--- src/rtl/alu_operand_loader.sv ---
// alu_operand_loader: debounced button front end that loads A, B and the opcode for the ALU
// and latches the returned flags while executing.
module alu_operand_loader #(
    parameter int N               = 4,
    parameter int DEBOUNCE_CYCLES = 16,
    parameter int NUM_OPS         = 11
) (
    input  logic         clk,
    input  logic         rst_n,
    input  logic [N-1:0] sw,
    input  logic [3:0]   op_sw,
    input  logic         btn_next,
    input  logic         btn_clear,
    input  logic         in_flag_c,
    input  logic         in_flag_n,
    input  logic         in_flag_v,
    input  logic         in_flag_z,
    output logic [N-1:0] a,
    output logic [N-1:0] b,
    output logic [3:0]   operation,
    output logic         exec_valid,
    output logic [3:0]   flags_q,
    output logic         flags_valid,
    output logic         op_err,
    output logic [1:0]   state
);
    localparam int CW = $clog2(DEBOUNCE_CYCLES);
    localparam logic [CW-1:0] CMAX = CW'(DEBOUNCE_CYCLES - 1);
    localparam logic [4:0] OPLIM = 5'(NUM_OPS);

    typedef enum logic [1:0] {LOAD_A, LOAD_B, LOAD_OP, EXEC} state_t;

    state_t        state_q;
    logic [N-1:0]  a_q, b_q;
    logic [3:0]    op_q, flags_r;
    logic          fv_q, err_q;
    logic [1:0]    s1_q, s2_q, db_q, db_d, dbp_q, pulse;
    logic [CW-1:0] cnt_q [2];
    logic [CW-1:0] cnt_d [2];
    logic          next_p, clr_p;

    // Bit 0 is the next button, bit 1 the clear button.
    always_comb begin
        db_d  = db_q;
        cnt_d = '{default: '0};
        for (int i = 0; i < 2; i++)
            if (s2_q[i] != db_q[i]) begin
                if (cnt_q[i] == CMAX) db_d[i] = s2_q[i];
                else cnt_d[i] = cnt_q[i] + 1'b1;
            end
    end

    assign pulse  = db_q & ~dbp_q;
    assign next_p = pulse[0];
    assign clr_p  = pulse[1];

    always_ff @(posedge clk or negedge rst_n) begin
        if (!rst_n) begin
            s1_q  <= '0;
            s2_q  <= '0;
            db_q  <= '0;
            dbp_q <= '0;
            cnt_q <= '{default: '0};
        end else begin
            s1_q  <= {btn_clear, btn_next};
            s2_q  <= s1_q;
            db_q  <= db_d;
            dbp_q <= db_q;
            cnt_q <= cnt_d;
        end
    end

    always_ff @(posedge clk or negedge rst_n) begin
        if (!rst_n) begin
            state_q <= LOAD_A;
            a_q     <= '0;
            b_q     <= '0;
            op_q    <= '0;
            flags_r <= '0;
            fv_q    <= 1'b0;
            err_q   <= 1'b0;
        end else if (clr_p) begin
            state_q <= LOAD_A;
            a_q     <= '0;
            b_q     <= '0;
            op_q    <= '0;
            flags_r <= '0;
            fv_q    <= 1'b0;
            err_q   <= 1'b0;
        end else begin
            case (state_q)
                LOAD_A: if (next_p) begin
                    a_q     <= sw;
                    state_q <= LOAD_B;
                end
                LOAD_B: if (next_p) begin
                    b_q     <= sw;
                    state_q <= LOAD_OP;
                end
                LOAD_OP: if (next_p) begin
                    if ({1'b0, op_sw} < OPLIM) begin
                        op_q    <= op_sw;
                        err_q   <= 1'b0;
                        state_q <= EXEC;
                    end else err_q <= 1'b1;
                end
                EXEC: begin
                    // A next pulse on the capture edge still captures, then leaves.
                    if (!fv_q) begin
                        flags_r <= {in_flag_c, in_flag_n, in_flag_v, in_flag_z};
                        fv_q    <= 1'b1;
                    end
                    if (next_p) begin
                        state_q <= LOAD_A;
                        fv_q    <= 1'b0;
                    end
                end
                default: state_q <= LOAD_A;
            endcase
        end
    end

    assign a           = a_q;
    assign b           = b_q;
    assign operation   = op_q;
    assign exec_valid  = state_q == EXEC;
    assign flags_q     = flags_r;
    assign flags_valid = fv_q;
    assign op_err      = err_q;
    assign state       = state_q;
endmodule
--- config.mk ---
export PLATFORM = sky130hd
export DESIGN_NAME = alu_operand_loader
export DESIGN_NICKNAME = d
export VERILOG_FILES = /design/src/rtl/alu_operand_loader.sv
export SDC_FILE = /design/constraint.sdc
export NUM_CORES = 1
export LEC_CHECK = 0
export ABC_AREA = 1
export CELL_PAD_IN_SITES_DETAIL_PLACEMENT = 0
export CELL_PAD_IN_SITES_GLOBAL_PLACEMENT = 1
export CORE_ASPECT_RATIO = 1.75
export CORE_MARGIN = 4
export CORE_UTILIZATION = 40
export DETAILED_ROUTE_END_ITERATION = 16
export PLACE_DENSITY = 0.85
export SLEW_MARGIN = 20
export SYNTH_ARGS = -nofsm -noshare
export SYNTH_HDL_FRONTEND = slang
export SYNTH_SLANG_ARGS = --single-unit
--- constraint.sdc ---
create_clock -name clk -period 2.5 [get_ports clk]
set_input_delay 0.5 -clock clk [delete_from_list [all_inputs] [get_ports clk]]
set_output_delay 0.5 -clock clk [all_outputs]
set_load 0.1 [all_outputs]
# [Yosys cells after proc, flatten, opt, wreduce, memory -nomap -nowiden]
# Index checks and enable logic that the tools add are counted.
[word_totals] word_cells=77 ff_bits=36 out_inout_bits=21
[op_classes] n_mux=30 reduce_logical=15 add_sub_neg=2 n_lt_le_gt_ge=1 bitwise_logic=2 n_eq_ne=13
[op_table] cell="two-way mux 4 bit" count=16
[op_table] cell="two-way mux 2 bit" count=6
[op_table] cell="inequality test 3 bit, second input constant" count=4
[op_table] cell="AND reduction 2 bit" count=6
[op_table] cell="nonzero test 2 bit" count=6
[op_table] cell="adder 4 x 1 -> 4 bit, second input constant" count=2
[op_table] cell="== test 4 bit, second input constant" count=2
[op_table] cell="case mux 2 bit (4 select lines)" count=1
[op_table] cell="two-way mux 1 bit" count=7
[op_table] cell="AND reduction 5 bit" count=1
[op_table] cell="== test 2 bit, second input constant" count=2
[op_table] cell="less-than comparator 4 bit, second input constant" count=1
[op_table] cell="inequality test 3 x 1 -> 1 bit, second input constant" count=1
[op_table] cell="AND reduction 3 bit" count=1
[op_table] cell="AND 2 bit" count=1
[op_table] cell="== test 2 x 1 -> 1 bit, second input constant" count=1
[op_table] cell="logical NOT 2 bit" count=1
[op_table] cell="inequality test 1 bit" count=2
[op_table] cell="inequality test 2 x 1 -> 1 bit, second input constant" count=1
[op_table] cell="NOT 2 bit" count=1

# [Longest topological paths before layout]
# Gate-level depths: netlist of the first run.
[depth] ltp_word=5 mapped_depth=8 mapped_depth_nobuf=8

# [Worst setup path before layout of the first run]
# OpenSTA, ideal clock, no wires.
[synth_timing] kind="flip-flop to flip-flop" start="register state_q[1], in the netlist state[1]" end="register flags_r[0], in the netlist flags_q[0]" path_stages_with_launch=6 setup_time_ns=0.084 required_time_ns=2.416 path_slack_ns=-0.065 arrival_ns=2.481 path_cell_list="dfrtp_1 ha_1 inv_1 o21ai_2 nand3_1 o21ai_0"
[synth_between] elab_chain_cells=3
[synth_rtl] item="from (decl)" line="33" source="state_t state_q;"
[synth_rtl] item="from (signal assigned)" line="75" source="state_q <= LOAD_A;"
[synth_rtl] item="from (signal assigned)" line="83" source="state_q <= LOAD_A;"
[synth_rtl] item="from (signal assigned)" line="94" source="state_q <= LOAD_B;"
[synth_rtl] item="== test 2 bit"
[synth_rtl] item="net exec_valid" line="21" source="output logic exec_valid,"
[synth_rtl] item="nonzero test 2 bit (no source line)"
[synth_rtl] item="AND reduction 2 bit (no source line)"
[synth_rtl] item="to (signal assigned)" line="110" source="flags_r <= {in_flag_c, in_flag_n, in_flag_v, in_flag_z};"
[synth_rtl] item="to (decl)" line="35" source="logic [3:0] op_q, flags_r;"
# The timed path passes the listed nets, and every way through them passes these cells.
# A chain may end at the register's enable or synchronous reset.

# [Worst setup path in the final report of the first run]
[layout_timing] start="register state_q[0], in the netlist state[0]" end="output exec_valid"
[layout_between] elab_chain_cells=1
[layout_rtl] item="== test 2 bit" line="126" source="assign exec_valid = state_q == EXEC;"
[layout_rtl] item="to (decl)" line="21"
# Every way passes these cells.

==> summary.txt, run 1 <==
Status
  – Status: completed

STA
  – Setup Skew: roughly 0.0042 ns
  – Fin crit period: around 1.8 ns
  – Max Clock Freq: between 0.5 and 0.6 GHz
  – Final hold vios: 0
  – Max-slew headroom at the worst pin: 0.700
  – Slew Viols, Final: 0
  – Setup TNS: 0 ns
  – Tcrit/Tclk final: 0.710
  – Final worst slack: roughly 0.72 ns
  – Endpoints failing setup: 0
  – Worst Max-Slew Pin Slew: between 0.4 and 0.5 ns
  – RSZ-0062 raised after global routing: no

Critical path
  – WP data arrival: 1.28 ns
  – CP endpoint kind: primary output
  – Crit path from: state[0]
  – Worst R2R Setup Slack: 1.06 ns
  – Crit path max fanout: 5
  – Critical path startpoint category: flip-flop
  – WS Path Type: reg -> out
  – CP required: 2.00 ns
  – Reg2Reg Depth: 7
  – Crit Reg-Reg Endpoint: operation[0]
  – R2R Path Start: state[0]

Clock tree
  – TritonCTS buffer count: 5
  – Root Buffer: clkbuf_8
  – Cts hold-fix bufs: 0
  – Gates resized, CTS repair: 0
  – CTS tree: done
  – Clk sinks: 36
  – H-tree Lvls: 2
  – Clock Tree Buf Depth: 2
  – Later-pin clock latency in the skew report: between 0.2 and 0.3 ns
  – Clock transition at path regs: approximately 0.070 ns
  – Setup bufs post-CTS: 0

Pwr
  – Leakage: a little over 1 nW
  – Combinational Power Share: 0.442
  – Sw Pwr: approximately 0.93 mW
  – Int Power: 1.08 mW
  – Reg power frac: 0.354
  – Power Total: approximately 2.0 mW
  – Worst VDD drop: 680 µV
  – Switch share: 0.461
  – Clk pwr share: 0.204
  – Pwr Density: roughly 970 nW/µm²

Synth
  – Post-synthesis async set-or-reset flop share: 1.00
  – Seq cells post-synth: 36
  – Post-synth EDFFs: 0
  – Post-synthesis cell type count: 26
  – Post-synthesis cell count: roughly 170
  – Sequential area share after synthesis: 0.559
  – Net count after synthesis: between 150 and 200
  – Yosys warns: 0
  – Predominant post-synthesis flop cell: dfrtp_1
  – Synth Cell Area: 1610 µm²
  – Mean cell area of the mapped netlist: 9.38 µm²

Detailed routing
  – Pre-antenna DRT Iters: 4
  – DR vias/cell: about 4.6
  – Drt total wl: roughly 2900 µm
  – Via Count: roughly 1.2k
  – Initial DRC count: 24
  – Drt wl/cell: approximately 11 µm
  – Post-DRT Antenna Nets: 0
  – DRC viols: 0

Finish
  – Share of cells above drive strength 1: 0.199
  – Antenna cells: 0
  – Fillers: 383
  – Non-Filler Instances: about 260
  – P&R area growth vs syn: 28.3%
  – Multi-input logic area: 602 µm²
  – Nets: approximately 240
  – Reg area: around 900 µm²

Placement
  – Post-place setup slack: 0.907 ns
  – Port bufs: 36
  – Hpwl dp: 2180 µm
  – Placed insts: roughly 260
  – Routability cong.: about 0.7

GRT
  – Total GRT Usage: 0.128
  – Largest net degree at the start of global routing: 37
  – Vias in the first global route: around 1.2k
  – Grt ovf: 0
  – Initial antenna violation count: 0
  – First-pass GRT wire length: approximately 5200 µm

Hold path
  – Min-delay worst type: reg -> reg
  – HP Start: s1_q[0]
  – Hold worst-path end: s2_q[0]
  – Worst Hold Depth: 0

Floorplanning
  – Chip width: ~56 µm
  – Initial core utilization: 0.413
  – Core Footprint: around 3900 µm²
  – Die H: 92 µm
  – I/O pins: 37
  – Die ar.: slightly above 5000 µm²
  – Rows: 30

Flow run
  – Max-Cap Viols: 0
-- power groups by stage --
stage	registers (mW)	logic, mW	clock network, mW
after detailed placement	0.724	0.899	0
after CTS	0.713	0.901	0.435
after floorplan	1.16	0.262	0
after global placement	0.724	0.894	0
final	0.711	0.890	0.410
after global routing	0.725	0.957	0.458
-- cells in the final DEF (no fill, tap or decap), types with 3 or more instances in the layout --
cell,synthesis,final
dfrtp_1,36,36
nand2_1,35,35
inv_1,25,25
buf_4,0,22
nor2_1,16,16
clkdlybuf4s50_1,0,15
nand3_1,12,12
o21ai_0,11,11
clkbuf_8,0,6
ha_1,6,5
o21ai_2,3,3
-- through the flow --
stage / util / hold WS [ns] / cell area [µm²]
finish: 0.530 / 0.347 / 2070
floorplan: - / 0.204 / 1620
CTS: 0.530 / 0.351 / 2070
detailed placement: 0.507 / 0.336 / 1980
global route: 0.530 / 0.363 / 2070
global placement: 0.507 / 0.338 / 1980
-- per-layer routing --
metal  share of wire  routed length, µm  GRT usage  vias up
met2            0.52               1490      0.217       31
met1            0.39               1110      0.136      553
met3           0.071                204     0.0451        6
met5               0                  0          0        -
met4           0.027                 77     0.0713        0
li1                -                  -          -      625
-- how the worst max path moves through the flow --
stage	end	slack, ns	cells past startpoint
2_1_floorplan	flags_q[0]	0.23	5
3_3_place_gp	operation[0]	0.93	7
3_5_place_dp	op_err	0.91	6
4_1_cts	exec_valid	0.70	2
5_1_grt	exec_valid	0.66	2
6_report	exec_valid	0.72	2
-- synth_stat cells (2+ instances only) --
| library cell | instances | area share |
|---|---|---|
| a21oi_1 | 2 | 0.0062 |
| dfrtp_1 | 36 | 0.56 |
| ha_1 | 6 | 0.047 |
| inv_1 | 25 | 0.058 |
| inv_2 | 2 | 0.0047 |
| nand2_1 | 35 | 0.081 |
| nand2_2 | 2 | 0.0078 |
| nand2b_1 | 2 | 0.0078 |
| nand3_1 | 12 | 0.037 |
| nand3b_1 | 2 | 0.0093 |
| nor2_1 | 16 | 0.037 |
| nor2_2 | 2 | 0.0078 |
| nor2_4 | 2 | 0.014 |
| o21ai_0 | 11 | 0.034 |
| o21ai_1 | 2 | 0.0062 |
| o21ai_2 | 3 | 0.016 |
| xnor2_1 | 2 | 0.011 |
| xor2_1 | 2 | 0.011 |
-- kinds of logic after synthesis --
group	count (synthesis)	share of synthesized area
XOR/XNOR	4	0.0217
flip-flops	36	0.559
multiplexers	1	0.00698
AO/OA/AOI/OAI	20	0.0714
buffers and inverters	28	0.0698
AND/OR/NAND/NOR	77	0.225
adder cells (fa/ha/maj)	6	0.0465
-- area by class of cell --
class	instances	share of cell area
clock buffer	8	0.0435
inverter	27	0.0490
multi-input combinational	108	0.291
sequential	36	0.435
tap	48	0.0290
timing repair buffer	37	0.152
-- flip-flops by register name (all words and copies together), names as in the netlist, 2 cells and up --
| signal | cells |
|---|---|
| s1_q | 2 |
| cnt_q | 8 |
| dbp_q | 2 |
| b | 4 |
| db_q | 2 |
| state | 2 |
| operation | 4 |
| flags_q | 4 |
| a | 4 |
| s2_q | 2 |
-- worst max-delay path: stages, from the launching register on --
cell and delay (ns):
dfrtp_1 0.44, ha_2 0.25, buf_4 0.30
Note: power is estimated with default switching activity, not from simulation.
==> inputs of run 2 (changes only) <==
--- a/config.mk
+++ b/config.mk
@@ -10,9 +10,9 @@
 export CELL_PAD_IN_SITES_GLOBAL_PLACEMENT = 1
 export CORE_ASPECT_RATIO = 1.75
 export CORE_MARGIN = 4
-export CORE_UTILIZATION = 40
+export CORE_UTILIZATION = 33
 export DETAILED_ROUTE_END_ITERATION = 16
-export PLACE_DENSITY = 0.85
+export PLACE_DENSITY = 0.75
 export SLEW_MARGIN = 20
 export SYNTH_ARGS = -nofsm -noshare
 export SYNTH_HDL_FRONTEND = slang
==> constraint.sdc (replaced) <==
create_clock -name clk -period 1.5 [get_ports clk]
set_input_delay 0.3 -clock clk [delete_from_list [all_inputs] [get_ports clk]]
set_output_delay 0.3 -clock clk [all_outputs]
set_load 0.1 [all_outputs]
==> summary.txt, run 2 (synthesized netlist as in run 1, its figures left out) <==
Placement
  – Hpwl dp: 2640 µm (+21%)
  – Port bufs: 36 (unchanged)
  – Routability cong.: 0.712 (+3.3%)
  – Post-place setup slack: 0.0665 ns (-0.840 ns)
  – Placed insts: 261 (+2.0%)
  – Placed Area: 2290 µm² (+16%)

Pwr
  – Switch share: 0.436 (-0.0249)
  – Int Power: 2.19 mW (+100%)
  – Sw Pwr: 1.69 mW (+82%)
  – Combinational Power Share: 0.484 (+0.042)
  – Leakage: 1.16 nW (+13%)
  – Power Total: 3.88 mW (+93%)
  – Reg power frac: 0.327 (-0.027)
  – Pwr Density: 1590 nW/µm² (+64%)
  – Clk pwr share: 0.188 (-0.016)
  – Worst VDD drop: 963 µV (+42%)

Detailed routing
  – Initial DRC count: 18 (-25%)
  – Via Count: 1240 (+2.1%)
  – DRC viols: 0 (unchanged)
  – Pre-antenna DRT Iters: 4 (unchanged)
  – Drt total wl: 3370 µm (+17%)
  – Post-DRT Antenna Nets: 0 (unchanged)
  – Drt wl/cell: 12.4 µm (+14%)
  – DR vias/cell: 4.56 (-0.94%)

Floorplanning
  – Die ar.: 6110 µm² (+19%)
  – Chip width: 60.8 µm (+8.7%)
  – I/O pins: 37 (unchanged)
  – Initial core utilization: 0.343 (-0.0705)
  – Rows: 33 (+10%)
  – Core Footprint: 4710 µm² (+21%)
  – Die H: 100 µm (+9.2%)

Clock tree
  – Root Buffer: clkbuf_8
  – Clock Tree Buf Depth: 2 (unchanged)
  – Later-pin clock latency in the skew report: 0.28 ns (about the same)
  – CTS tree: done
  – H-tree Lvls: 2 (unchanged)
  – Clk sinks: 36 (unchanged)
  – TritonCTS buffer count: 5 (unchanged)
  – Clock transition at path regs: 0.07 ns (about the same)

Finish
  – Most common cell after layout, fill and taps aside: nand2_1
  – Antenna cells: 0 (unchanged)
  – Fillers: 450 (+17%)
  – Largest register FFs: 8 (unchanged)
  – Reg with most FFs: cnt_q
  – Share of cells above drive strength 1: 0.250 (+0.0509)
  – Non-Filler Instances: 272 (+3.0%)
  – Nets: 242 (+2.1%)
  – Most frequent cells in the layout: nand2_1, dfrtp_1, inv_1, buf_12, nor2_1
  – P&R area growth vs syn: 50.9%
  – Post-Layout Inst Area: 2430 µm² (+18%)

Hold path
  – Min-delay worst type: reg -> reg

Flow run
  – Max-Cap Viols: 0 (unchanged)

Critical path
  – CP delay by family, top: flip-flops
  – CP Cell Sequence: ha_4, buf_12
  – WP data arrival: 1.16 ns (-0.12 ns)
  – Critical path buffers and inverters: 1 (unchanged)
  – CP endpoint kind: primary output
  – CP required: 1.20 ns (-0.80 ns)
  – WS Path Type: reg -> out
  – Crit path max fanout: 5 (unchanged)
  – Critical path startpoint category: flip-flop
  – Worst R2R Setup Slack: 0.10 ns (-0.96 ns)
  – Largest stage delay, worst path: 0.52 ns (+0.08 ns)
  – Slowest CP cell: dfrtp_4

STA
  – Final hold vios: 0 (unchanged)
  – RSZ-0062 raised after global routing: yes
  – Final worst slack: 0.0357 ns (-0.688 ns)
  – Endpoints failing setup: 0 (unchanged)
  – Slew Viols, Final: 0 (unchanged)
  – Tcrit/Tclk final: 0.976
  – Max Clock Freq: between 0.6 and 0.7 GHz
  – Setup Skew: 0.00194 ns (-0.00223 ns)
  – Worst Max-Slew Pin Slew: 0.361 ns (-0.0879 ns)
  – Fin crit period: around 1.5 ns
  – Setup TNS: 0 ns (unchanged)
  – Max-slew headroom at the worst pin: 0.759 (+0.0586)

Status
  – Status: completed

GRT
  – Initial antenna violation count: 0 (unchanged)
  – First-pass GRT wire length: 5690 µm (+10%)
  – Total GRT Usage: 0.126 (-0.00255)
  – Vias in the first global route: 1302 (+11%)
  – Grt ovf: 0 (unchanged)
  – Largest net degree at the start of global routing: 24 (-35%)
run 2: power by group through the flow:
stage          Combinational [mW]  Clock [mW]  Sequential (mW)
3_5_place_dp                 1.84           0             1.29
5_1_grt                      1.96       0.805             1.29
3_3_place_gp                 1.83           0             1.29
2_1_floorplan               0.457           0             1.97
4_1_cts                      1.85       0.756             1.28
6_report                     1.88       0.730             1.27
run 2: per-stage QoR:
step | utilization | hold slack, ns
global placement | 0.488 | 0.230
global route | 0.517 | 0.355
finish | 0.517 | 0.349
floorplan | - | 0.00441
CTS | 0.510 | 0.355
detailed placement | 0.488 | 0.241
run 2: timing repair:
item,4_1_cts,5_1_grt
endpoints found under the hold margin,13,0
hold buffers,1,0
setup endpoints to repair,0,10
setup buffers,0,3
resized for setup,0,4
run 2: final timing paths:
check                              start      endpoint  cells after the start
min in group asynchronous          rst_n          a[3]                      2
max in group asynchronous          rst_n  operation[3]                      3
worst max-delay path            state[0]    exec_valid                      2
worst min-delay path             s1_q[0]       s2_q[0]                      0
worst max register to register  state[0]  operation[1]                      7
worst min register to register   s1_q[0]       s2_q[0]                      0
run 2: metal layers:
layer  global-route usage  share of wire  up-vias
met3               0.0333          0.044        6
li1                     -              -      628
met5                    0              0        -
met1                0.128           0.35      583
met2                0.226           0.58       23
met4               0.0601          0.022        0
run 2: area by class of cell:
cell class              count  area (µm²)  share of cell area
flip-flops and latches     36         908               0.373
multi-input cells         108         637               0.262
repair buffers             42         626               0.257
inverters                  27         101              0.0416
clock buffers               7        96.3              0.0396
well taps                  52        65.1              0.0267
